## config.mk

```make
export PLATFORM = sky130hd
export DESIGN_NAME = fft8_flow_ctrl
export DESIGN_NICKNAME = d
export VERILOG_FILES = /design/src/rtl/fft8_flow_ctrl.sv
export SDC_FILE = /design/constraint.sdc
export NUM_CORES = 1
export LEC_CHECK = 0
export BUFFER_PORTS_ARGS = -buffer_cell sky130_fd_sc_hd__buf_2
export CAP_MARGIN = 5
export CORE_AREA = 5 5 284 286
export CTS_CLUSTER_DIAMETER = 50
export CTS_CLUSTER_SIZE = 14
export DETAILED_ROUTE_END_ITERATION = 7
export DIE_AREA = 0 0 289 291
export PLACE_DENSITY_LB_ADDON = 0.15
export SLEW_MARGIN = 40
export SYNTH_ARGS = -nofsm -noshare
export SYNTH_HDL_FRONTEND = slang
export SYNTH_SLANG_ARGS = --single-unit
```

## constraint.sdc

```tcl
create_clock -name clk -period 5.4 [get_ports clk]
set_clock_uncertainty 0.1 [all_clocks]
set_input_delay 0 -clock clk [delete_from_list [all_inputs] [get_ports clk]]
set_output_delay 0 -clock clk [all_outputs]
set_load 0.03 [all_outputs]
```

## src/rtl/fft8_flow_ctrl.sv

```systemverilog
// Issue/flow controller for the pipelined 8-point FFT datapath: frame assembly, credit-gated launch,
// in-flight tracking. Optional twiddle ROM for 64-point first pass is enabled by FFT8_CTRL_TWROM_EN.
module fft8_flow_ctrl #(
  parameter int N       = 28,
  parameter int LAT     = 4,
  parameter int CREDITS = 4
) (
  input  logic             clk,
  input  logic             rst_n,
  input  logic             in_valid,
  output logic             in_ready,
  input  logic [2*N-1:0]   in_data,
  input  logic             cfg_ifft,
  output logic [2*N-1:0]   data0,
  output logic [2*N-1:0]   data1,
  output logic [2*N-1:0]   data2,
  output logic [2*N-1:0]   data3,
  output logic [2*N-1:0]   data4,
  output logic [2*N-1:0]   data5,
  output logic [2*N-1:0]   data6,
  output logic [2*N-1:0]   data7,
  output logic [31:0]      w1,
  output logic [31:0]      w2,
  output logic [31:0]      w3,
  output logic [31:0]      w4,
  output logic [31:0]      w5,
  output logic [31:0]      w6,
  output logic [31:0]      w7,
  output logic             ifft,
  output logic             stall,
  output logic             out_valid,
  output logic             out_ifft,
  output logic [2:0]       out_frm,
  input  logic             cr_ret,
  output logic             err_credit
);

  localparam logic [3:0]  CR_MAX = 4'(CREDITS);
  localparam logic [31:0] TW_ONE = 32'h4000_0000;

  logic [2*N-1:0] r_buf [8];
  logic [2:0]     r_wptr;
  logic           r_buf_full;
  logic           r_frame_mode;
  logic [LAT-1:0] r_vs;
  logic [3:0]     r_tag [LAT];
  logic [2:0]     r_frm_cnt;
  logic [3:0]     r_credit_cnt;
  logic [2*N-1:0] r_data [8];
  logic           r_ifft;
  logic           r_stall;
  logic           r_out_valid;
  logic           r_out_ifft;
  logic [2:0]     r_out_frm;
  logic           r_err_credit;

  logic w_pipe_empty;
  logic w_launch;
  logic w_accept;

  // A frame of a different mode may only enter an empty pipe, so ifft never flips under live data.
  assign w_pipe_empty = (r_vs == '0);
  assign w_launch     = r_buf_full && (r_credit_cnt != 4'd0) &&
                        (w_pipe_empty || (r_frame_mode == r_ifft));
  assign in_ready     = ~r_buf_full | w_launch;
  assign w_accept     = in_valid & in_ready;

  // Stage: assembly buffer
  always_ff @(posedge clk) begin
    if (w_accept) r_buf[r_wptr] <= in_data;
  end

  always_ff @(posedge clk or negedge rst_n) begin
    if (!rst_n) begin
      r_wptr       <= '0;
      r_buf_full   <= 1'b0;
      r_frame_mode <= 1'b0;
    end else begin
      if (w_accept) begin
        r_wptr <= r_wptr + 3'd1;
        if (r_wptr == 3'd0) r_frame_mode <= cfg_ifft;
      end
      if (w_accept && (r_wptr == 3'd7)) r_buf_full <= 1'b1;
      else if (w_launch)                r_buf_full <= 1'b0;
    end
  end

  // Stage: launch into the datapath
  always_ff @(posedge clk or negedge rst_n) begin
    if (!rst_n) begin
      for (int i = 0; i < 8; i++) r_data[i] <= '0;
      r_ifft    <= 1'b0;
      r_frm_cnt <= '0;
    end else if (w_launch) begin
      for (int i = 0; i < 8; i++) r_data[i] <= r_buf[i];
      r_ifft    <= r_frame_mode;
      r_frm_cnt <= r_frm_cnt + 3'd1;
    end
  end

  // Stage: in-flight tracking and result flagging
  always_ff @(posedge clk or negedge rst_n) begin
    if (!rst_n) begin
      r_vs        <= '0;
      for (int i = 0; i < LAT; i++) r_tag[i] <= '0;
      r_stall     <= 1'b1;
      r_out_valid <= 1'b0;
      r_out_ifft  <= 1'b0;
      r_out_frm   <= '0;
    end else begin
      r_vs     <= {r_vs[LAT-2:0], w_launch};
      r_tag[0] <= {r_frame_mode, r_frm_cnt};
      for (int i = 1; i < LAT; i++) r_tag[i] <= r_tag[i-1];
      r_stall     <= ~r_vs[LAT-2];
      r_out_valid <= r_vs[LAT-1];
      if (r_vs[LAT-1]) begin
        r_out_ifft <= r_tag[LAT-1][3];
        r_out_frm  <= r_tag[LAT-1][2:0];
      end
    end
  end

  // Stage: downstream credits
  always_ff @(posedge clk or negedge rst_n) begin
    if (!rst_n) begin
      r_credit_cnt <= CR_MAX;
      r_err_credit <= 1'b0;
    end else begin
      if (cr_ret && (r_credit_cnt == CR_MAX)) r_err_credit <= 1'b1;
      if (w_launch && !cr_ret)
        r_credit_cnt <= r_credit_cnt - 4'd1;
      else if (!w_launch && cr_ret && (r_credit_cnt != CR_MAX))
        r_credit_cnt <= r_credit_cnt + 4'd1;
    end
  end

`ifdef FFT8_CTRL_TWROM_EN
  // Quarter-wave table: round(16384*cos(2*pi*r/64)), r = 0..16.
  function automatic logic signed [15:0] cos_q(input logic [4:0] r);
    case (r)
      5'd0:    return 16'sd16384;
      5'd1:    return 16'sd16305;
      5'd2:    return 16'sd16069;
      5'd3:    return 16'sd15679;
      5'd4:    return 16'sd15137;
      5'd5:    return 16'sd14449;
      5'd6:    return 16'sd13623;
      5'd7:    return 16'sd12665;
      5'd8:    return 16'sd11585;
      5'd9:    return 16'sd10394;
      5'd10:   return 16'sd9102;
      5'd11:   return 16'sd7723;
      5'd12:   return 16'sd6270;
      5'd13:   return 16'sd4756;
      5'd14:   return 16'sd3196;
      5'd15:   return 16'sd1606;
      default: return 16'sd0;
    endcase
  endfunction

  function automatic logic [31:0] tw_word(input logic [5:0] idx);
    logic [4:0]         r;
    logic [4:0]         rc;
    logic signed [15:0] re;
    logic signed [15:0] im;
    r  = {1'b0, idx[3:0]};
    rc = 5'd16 - r;
    case (idx[5:4])
      2'd0:    begin re =  cos_q(r);  im = -cos_q(rc); end
      2'd1:    begin re = -cos_q(rc); im = -cos_q(r);  end
      2'd2:    begin re = -cos_q(r);  im =  cos_q(rc); end
      default: begin re =  cos_q(rc); im =  cos_q(r);  end
    endcase
    return {re, im};
  endfunction

  logic [31:0] r_w [1:7];

  always_ff @(posedge clk or negedge rst_n) begin
    if (!rst_n) begin
      for (int k = 1; k < 8; k++) r_w[k] <= TW_ONE;
    end else if (w_launch) begin
      for (int k = 1; k < 8; k++) r_w[k] <= tw_word(6'(k) * {3'b000, r_frm_cnt});
    end
  end

  assign w1 = r_w[1];
  assign w2 = r_w[2];
  assign w3 = r_w[3];
  assign w4 = r_w[4];
  assign w5 = r_w[5];
  assign w6 = r_w[6];
  assign w7 = r_w[7];
`else
  assign w1 = TW_ONE;
  assign w2 = TW_ONE;
  assign w3 = TW_ONE;
  assign w4 = TW_ONE;
  assign w5 = TW_ONE;
  assign w6 = TW_ONE;
  assign w7 = TW_ONE;
`endif

  assign data0      = r_data[0];
  assign data1      = r_data[1];
  assign data2      = r_data[2];
  assign data3      = r_data[3];
  assign data4      = r_data[4];
  assign data5      = r_data[5];
  assign data6      = r_data[6];
  assign data7      = r_data[7];
  assign ifft       = r_ifft;
  assign stall      = r_stall;
  assign out_valid  = r_out_valid;
  assign out_ifft   = r_out_ifft;
  assign out_frm    = r_out_frm;
  assign err_credit = r_err_credit;

endmodule

```

### Word-level counts from Yosys, hierarchy flattened

Memory sizes are Yosys's and may differ from the RTL's. A register that Yosys moved wholly into a read port is not among the register bits.
Cells that the tools add are included.

| storage, ports and cells | value |
|---|---|
| register bits after elaboration | 40 |
| RAM bits | 448 |
| output and inout bits | 681 |
| logic and storage cells | 59 |
| memories | 1 |

| cells by class | value |
|---|---|
| $add $sub $neg | 4 |
| equality and inequality tests | 4 |
| mux-type cells | 6 |
| bitwise logic cells | 4 |
| reduce and logical (&&, ||, !) cells | 24 |

Memory list:

| memory | words | width | rd ports | clocked after Yosys merged registers in | wr ports | line | source |
|---|---|---|---|---|---|---|---|
| r_buf | 8 | 56 | 8 | 8 | 1 | 41 | `logic [2*N-1:0] r_buf [8];` |

Operators by type and width:

| operator | number |
|---|---|
| $logic_not 1->1 | 10 |
| $mux 4 | 2 |
| $logic_and 1x1->1 | 7 |
| $add 3x1->3 const B | 2 |
| $add 4x1->4 const B | 1 |
| $eq 4x3->1 const B | 1 |
| $logic_not 4->1 | 1 |
| $mux 1 | 4 |
| $ne 4x3->1 const B | 1 |
| $reduce_bool 2->1 | 2 |
| $reduce_bool 4->1 | 1 |
| $sub 4x1->4 const B | 1 |
| $eq 3x3->1 const B | 1 |
| $logic_not 3->1 | 1 |
| $not 1->1 | 2 |
| $reduce_and 2->1 | 1 |
| $and 1x1->1 | 1 |
| $eq 1x1->1 | 1 |
| $logic_or 1x1->1 | 1 |
| $or 1x1->1 | 1 |

### Longest topological paths before layout

| logic depth | value |
|---|---|
| word-level depth | 8 |
| gate-level depth with buffers | 11 |
| gate-level depth less buffers | 10 |

### Worst setup path before layout

No wires, ideal clock.

| timing path | value |
|---|---|
| path type | reg-to-reg |
| start point | register r_ifft, in the netlist ifft |
| end point | memory r_buf[4][0] (netlist bit) (enable) |
| arrival time | 5.228 ns |
| data required time | 4.761 ns |
| setup slack | -0.467 ns |
| stages on the path, launching flop included | 7 |
| buffers on the path | 1 |
| period minus slack after synthesis | 5.867 ns |
| cell sequence | dfrtp_1 -> xnor2_1 -> o221ai_4 -> inv_2 -> buf_2 -> o211ai_2 -> nor3_1 |

| on the way | value |
|---|---|
| word-level cells in the longest chain between the ends | 7 |

Ends and longest elaborated chain:

| element | line | source |
|---|---|---|
| start, declared | 50 | `logic r_ifft;` |
| start signal, assigned | 96 | `r_ifft <= r_frame_mode;` |
| $eq 1x1->1 | 64 | `(w_pipe_empty \|\| (r_frame_mode == r_ifft));` |
| $logic_or 1x1->1 | 64 |  |
| $logic_and 1x1->1 | 63 | `assign w_launch = r_buf_full && (r_credit_cnt != 4'd0) &&` |
| $or 1x1->1 | 65 | `assign in_ready = ~r_buf_full \| w_launch;` |
| $and 1x1->1 | 66 | `assign w_accept = in_valid & in_ready;` |
| $mux 1 | 70 | `if (w_accept) r_buf[r_wptr] <= in_data;` |
| $mux 1 (implied by the code) | 70 |  |
| end, declared | 41 |  |

No other way between the ends.

### Worst setup path in the final report

| timing path | value |
|---|---|
| start point | register r_credit_cnt[1] |
| end point | register r_frame_mode |

| on the way | value |
|---|---|
| word-level cells in the longest chain between the ends | 6 |

Ends and longest elaborated chain:

| element | line | source |
|---|---|---|
| start, declared | 48 | `logic [3:0] r_credit_cnt;` |
| start signal, assigned | 131 | `r_credit_cnt <= r_credit_cnt - 4'd1;` |
| start signal, assigned | 133 | `r_credit_cnt <= r_credit_cnt + 4'd1;` |
| $reduce_bool 4->1 | 63 |  |
| $logic_and 1x1->1 (2 in series) | 63 |  |
| $or 1x1->1 | 65 |  |
| $and 1x1->1 | 66 |  |
| $reduce_and 2->1 (no line) | -- |  |
| end signal, assigned | 81 | `if (r_wptr == 3'd0) r_frame_mode <= cfg_ifft;` |
| end, declared | 44 | `logic r_frame_mode;` |

No other way between the ends.
A chain may end at the register's enable or synchronous reset.

==> Implementation_results.wiki <==
{| class="wikitable"
! Metric !! Value
|-
| Run status || finished clean
|-
| Starting DRC count in detailed routing || ~1400
|-
| Via count of the first global-routing pass || about 21000
|-
| Placement row count || approximately 100
|-
| Kind of start point of the critical path || register
|-
| Total Neg Setup Slack || 0 ps
|-
| Sinks on Clock Net || ~940
|-
| Critical path type || reg -> reg
|-
| Routed Wire Length || about 86 mm
|-
| Area share of the largest cell type after synthesis || 0.4026
|-
| Clk Latency, worst-skew pair || ~640 ps
|-
| Top flip-flop cell by instance count after synthesis || sky130_fd_sc_hd__dfrtp_1
|-
| Crit Path Max Fanout || roughly 120
|-
| Met3 WL || 6.714 mm
|-
| Overall die height || just under 300 um
|-
| Met1 wire length || around 34 mm
|-
| Switching power summed over all nets || about 0.012 W
|-
| Count of synthesis-stage warnings from yosys || 0
|-
| Clock network power share || 0.239
|-
| Overall global routing resource usage || 0.2016
|-
| Final hold viol count || 0
|-
| Count of fill cells added during filler insertion || roughly 7000
|-
| Proportion of power drawn by flip-flops and latches || 0.395
|-
| Worst relative slew slack || 0.4445
|-
| Slew @ Worst Pin || approximately 830 ps
|-
| Post-layout minimum cycle time || 4067 ps
|-
| Ys async rst share || 0.5214
|-
| Leading cell types by count after synthesis || sky130_fd_sc_hd__nand2_1, sky130_fd_sc_hd__dfrtp_1, sky130_fd_sc_hd__edfxtp_1, sky130_fd_sc_hd__buf_4, sky130_fd_sc_hd__buf_2
|-
| Final worst-path cycle share || 0.7532
|-
| Synth area leaders || sky130_fd_sc_hd__edfxtp_1, sky130_fd_sc_hd__dfrtp_1, sky130_fd_sc_hd__nand2_1
|-
| Antenna violations before repair || 2
|-
| Classification of the worst-slack hold path || in -> reg
|-
| Post-synthesis instance area || 33410 um^2
|-
| Core ar. || between 70000 and 80000 um^2
|-
| Max-Cap Viols || 0
|-
| Static power due to leakage || between 15 and 20 nW
|-
| Req. time, crit path || around 5800 ps
|-
| Average cell area after synthesis || roughly 12 um^2
|-
| Ratio of cells with drive above 1 in the final layout || 0.2143
|-
| Unrepaired setup endpoints after global routing || no
|-
| Weighted congestion at the end of routability-driven global placement || 0.7901
|-
| Kind of end point of the critical path || register
|-
| Global route total overflow || 0
|-
| Maximum clock insertion buffer count || 3
|-
| Synthesis-to-layout area growth || 21.22%
|-
| Util after Layout || 0.5186
|-
| Count of H-tree levels built during CTS || 3
|-
| Worst VDD drop || about 420 uV
|-
| Uppermost metal layer occupied by signal nets || met5
|-
| Via count normalized by instance count || around 4.6
|-
| Count of antenna-violating nets left after detailed routing || 0
|-
| Combinational share of power || 0.367
|-
| Top-Level Pins || ~740
|-
| DRC errors left || 0
|-
| Width of the chip || about 290 um
|-
| Clock root cell || sky130_fd_sc_hd__clkbuf_16
|-
| Switching share of total power || 0.4216
|-
| Met2 layer wire length in the routed design || about 42 mm
|-
| Final setup viols || 0
|-
| TritonCTS buffer count || 96
|-
| Flip-flop and latch count after synthesis || roughly 940
|-
| Post-layout net count || between 3000 and 4000
|-
| Clock tree from TritonCTS || built
|-
| Post-synth EDFFs || approximately 450
|-
| Pint || roughly 0.016 W
|-
| First-pass GRT wire length || 129.8 mm
|-
| Initial core utilization || 0.4279
|-
| Top cell type by total area after synthesis || sky130_fd_sc_hd__edfxtp_1
|-
| Clock-pin slew on the worst setup and hold paths || approximately 70 ps
|-
| Number of search-and-repair iterations in the first detailed-routing pass || 4
|-
| Detail Placement HPWL || ~55 mm
|-
| Total power per unit cell area || roughly 690 nW/um^2
|-
| Die area || roughly 84000 um^2
|-
| Pin count of the biggest net entering global routing || about 140
|-
| Smallest hold slack || roughly 90 ps
|-
| Fmax || approximately 0.25 GHz
|-
| Part of the Yosys area used for sequential elements || 0.7681
|-
| Library cell with the highest instance count after synthesis || sky130_fd_sc_hd__nand2_1
|-
| Arrival time of the worst setup path || roughly 4500 ps
|-
| Final worst-path setup slack || 1333 ps
|-
| Slew Limit Fails || 0
|-
| Detail-routed net length per standard cell || 19.51 um
|-
| Synth unique cells || 36
|-
| Worst setup slack after placement || between 1500 and 2000 ps
|-
| Cell count after synthesis || between 2000 and 3000
|-
| Via count || about 20000
|-
| Buffers on Ports || 517
|}
## power groups by stage
stage          Combinational (W)  Sequential, W  Clock, W
2_1_floorplan            0.00362         0.0142         0
3_3_place_gp              0.0101         0.0111         0
3_5_place_dp              0.0104         0.0111         0
4_1_cts                   0.0104         0.0110   0.00684
5_1_grt                   0.0112         0.0113   0.00714
6_report                  0.0102         0.0110   0.00666
## layout by cell type (no fill, tap or decap), drive strengths merged, types with 2 or more instances in the layout
cell type    count
edfxtp         448
nor3             4
xnor2            7
mux2             7
nand2         1359
a21oi            2
dfrtp          486
buf            549
o21ai            2
mux2i            2
dfstp            2
ha               6
nor4             2
conb           224
clkinvlp         8
nor2             6
clkbuf         129
dlygate4sd3     62
inv             23
bufinv           7
nand3            2
clkinv          24
## sequential cells by signal, indices dropped and copies added (netlist names), 56 cells and up
name / count
data1: 56
data7: 56
data3: 56
data2: 56
data4: 56
data0: 56
data6: 56
r_buf: 448
data5: 56
## final cells by class
cell class	instances	area, um^2	area share
antenna	1	2.502	0.00006178
clock buffer	128	2584	0.06379
clock inverter	53	624.3	0.01541
inverter	9	41.29	0.001019
multi-input combinational	1636	6472	0.1598
sequential	936	25670	0.6337
tap	1050	1314	0.03244
timing repair buffer	612	3799	0.09378
## cell families (layout without fill, tap and decap cells)
logic type | after synthesis | count (layout) | share of synthesized area
AOI/OAI and AO/OA | 12 | 12 | 0.003258
xor gates and xnor gates | 7 | 7 | 0.001835
adders and majority gates | 7 | 7 | 0.002846
buffers and inverters | 333 | 802 | 0.06512
DFF | 936 | 936 | 0.7681
muxes | 9 | 9 | 0.002958
other | 2 | 225 | 0.0002248
and+or+nand+nor | 1377 | 1377 | 0.1556
## stage by stage
stage          instances  cell area (um^2)  power, W
6_report            4425             40500   0.02792
5_1_grt             4424             40500   0.02956
3_5_place_dp        4179             36620   0.02151
3_3_place_gp        4167             36320   0.02115
2_1_floorplan       2905             34260   0.01785
4_1_cts             4423             40470   0.02832
## final timing paths
path | start | to | slack (ps) | depth (start not counted)
max in group asynchronous | rst_n | data5[1]$_DFFE_PN0P_ | 3830 | 5
min reg2reg | r_tag[11]$_DFF_PN0_ | r_tag[7]$_DFF_PN0_ | 250 | 0
max reg2reg | r_credit_cnt[1]$_DFFE_PN0P_ | r_frame_mode$_DFFE_PN0P_ | 1330 | 9
max | r_credit_cnt[1]$_DFFE_PN0P_ | r_frame_mode$_DFFE_PN0P_ | 1330 | 9
min | in_data[21] | r_buf[5][21]$_DFFE_PP_ | 90 | 2
min in group asynchronous | rst_n | data0[10]$_DFFE_PN0P_ | 480 | 4
## repair_timing
item                      CTS  global route
hold endpoints to repair  751             0
gates resized for setup     0             0
hold buffers               63             0
buffers inserted            0             0
## critical path: stages (launching register included)
cell                            delay [ps]
sky130_fd_sc_hd__dfrtp_1               410
sky130_fd_sc_hd__or3_1                 480
sky130_fd_sc_hd__o221ai_4              310
sky130_fd_sc_hd__buf_12                300
sky130_fd_sc_hd__buf_16                300
sky130_fd_sc_hd__buf_12                420
sky130_fd_sc_hd__buf_16                410
sky130_fd_sc_hd__a21oi_1               150
sky130_fd_sc_hd__mux2_2                280
sky130_fd_sc_hd__dlygate4sd3_1         550
## routing by layer
layer,up-vias,GRT usage
met4,2,0.07494
met5,-,0
met1,10148,0.2567
li1,9393,-
met3,145,0.05497
met2,668,0.3322
No activity file was read; power rests on OpenSTA's default activity.
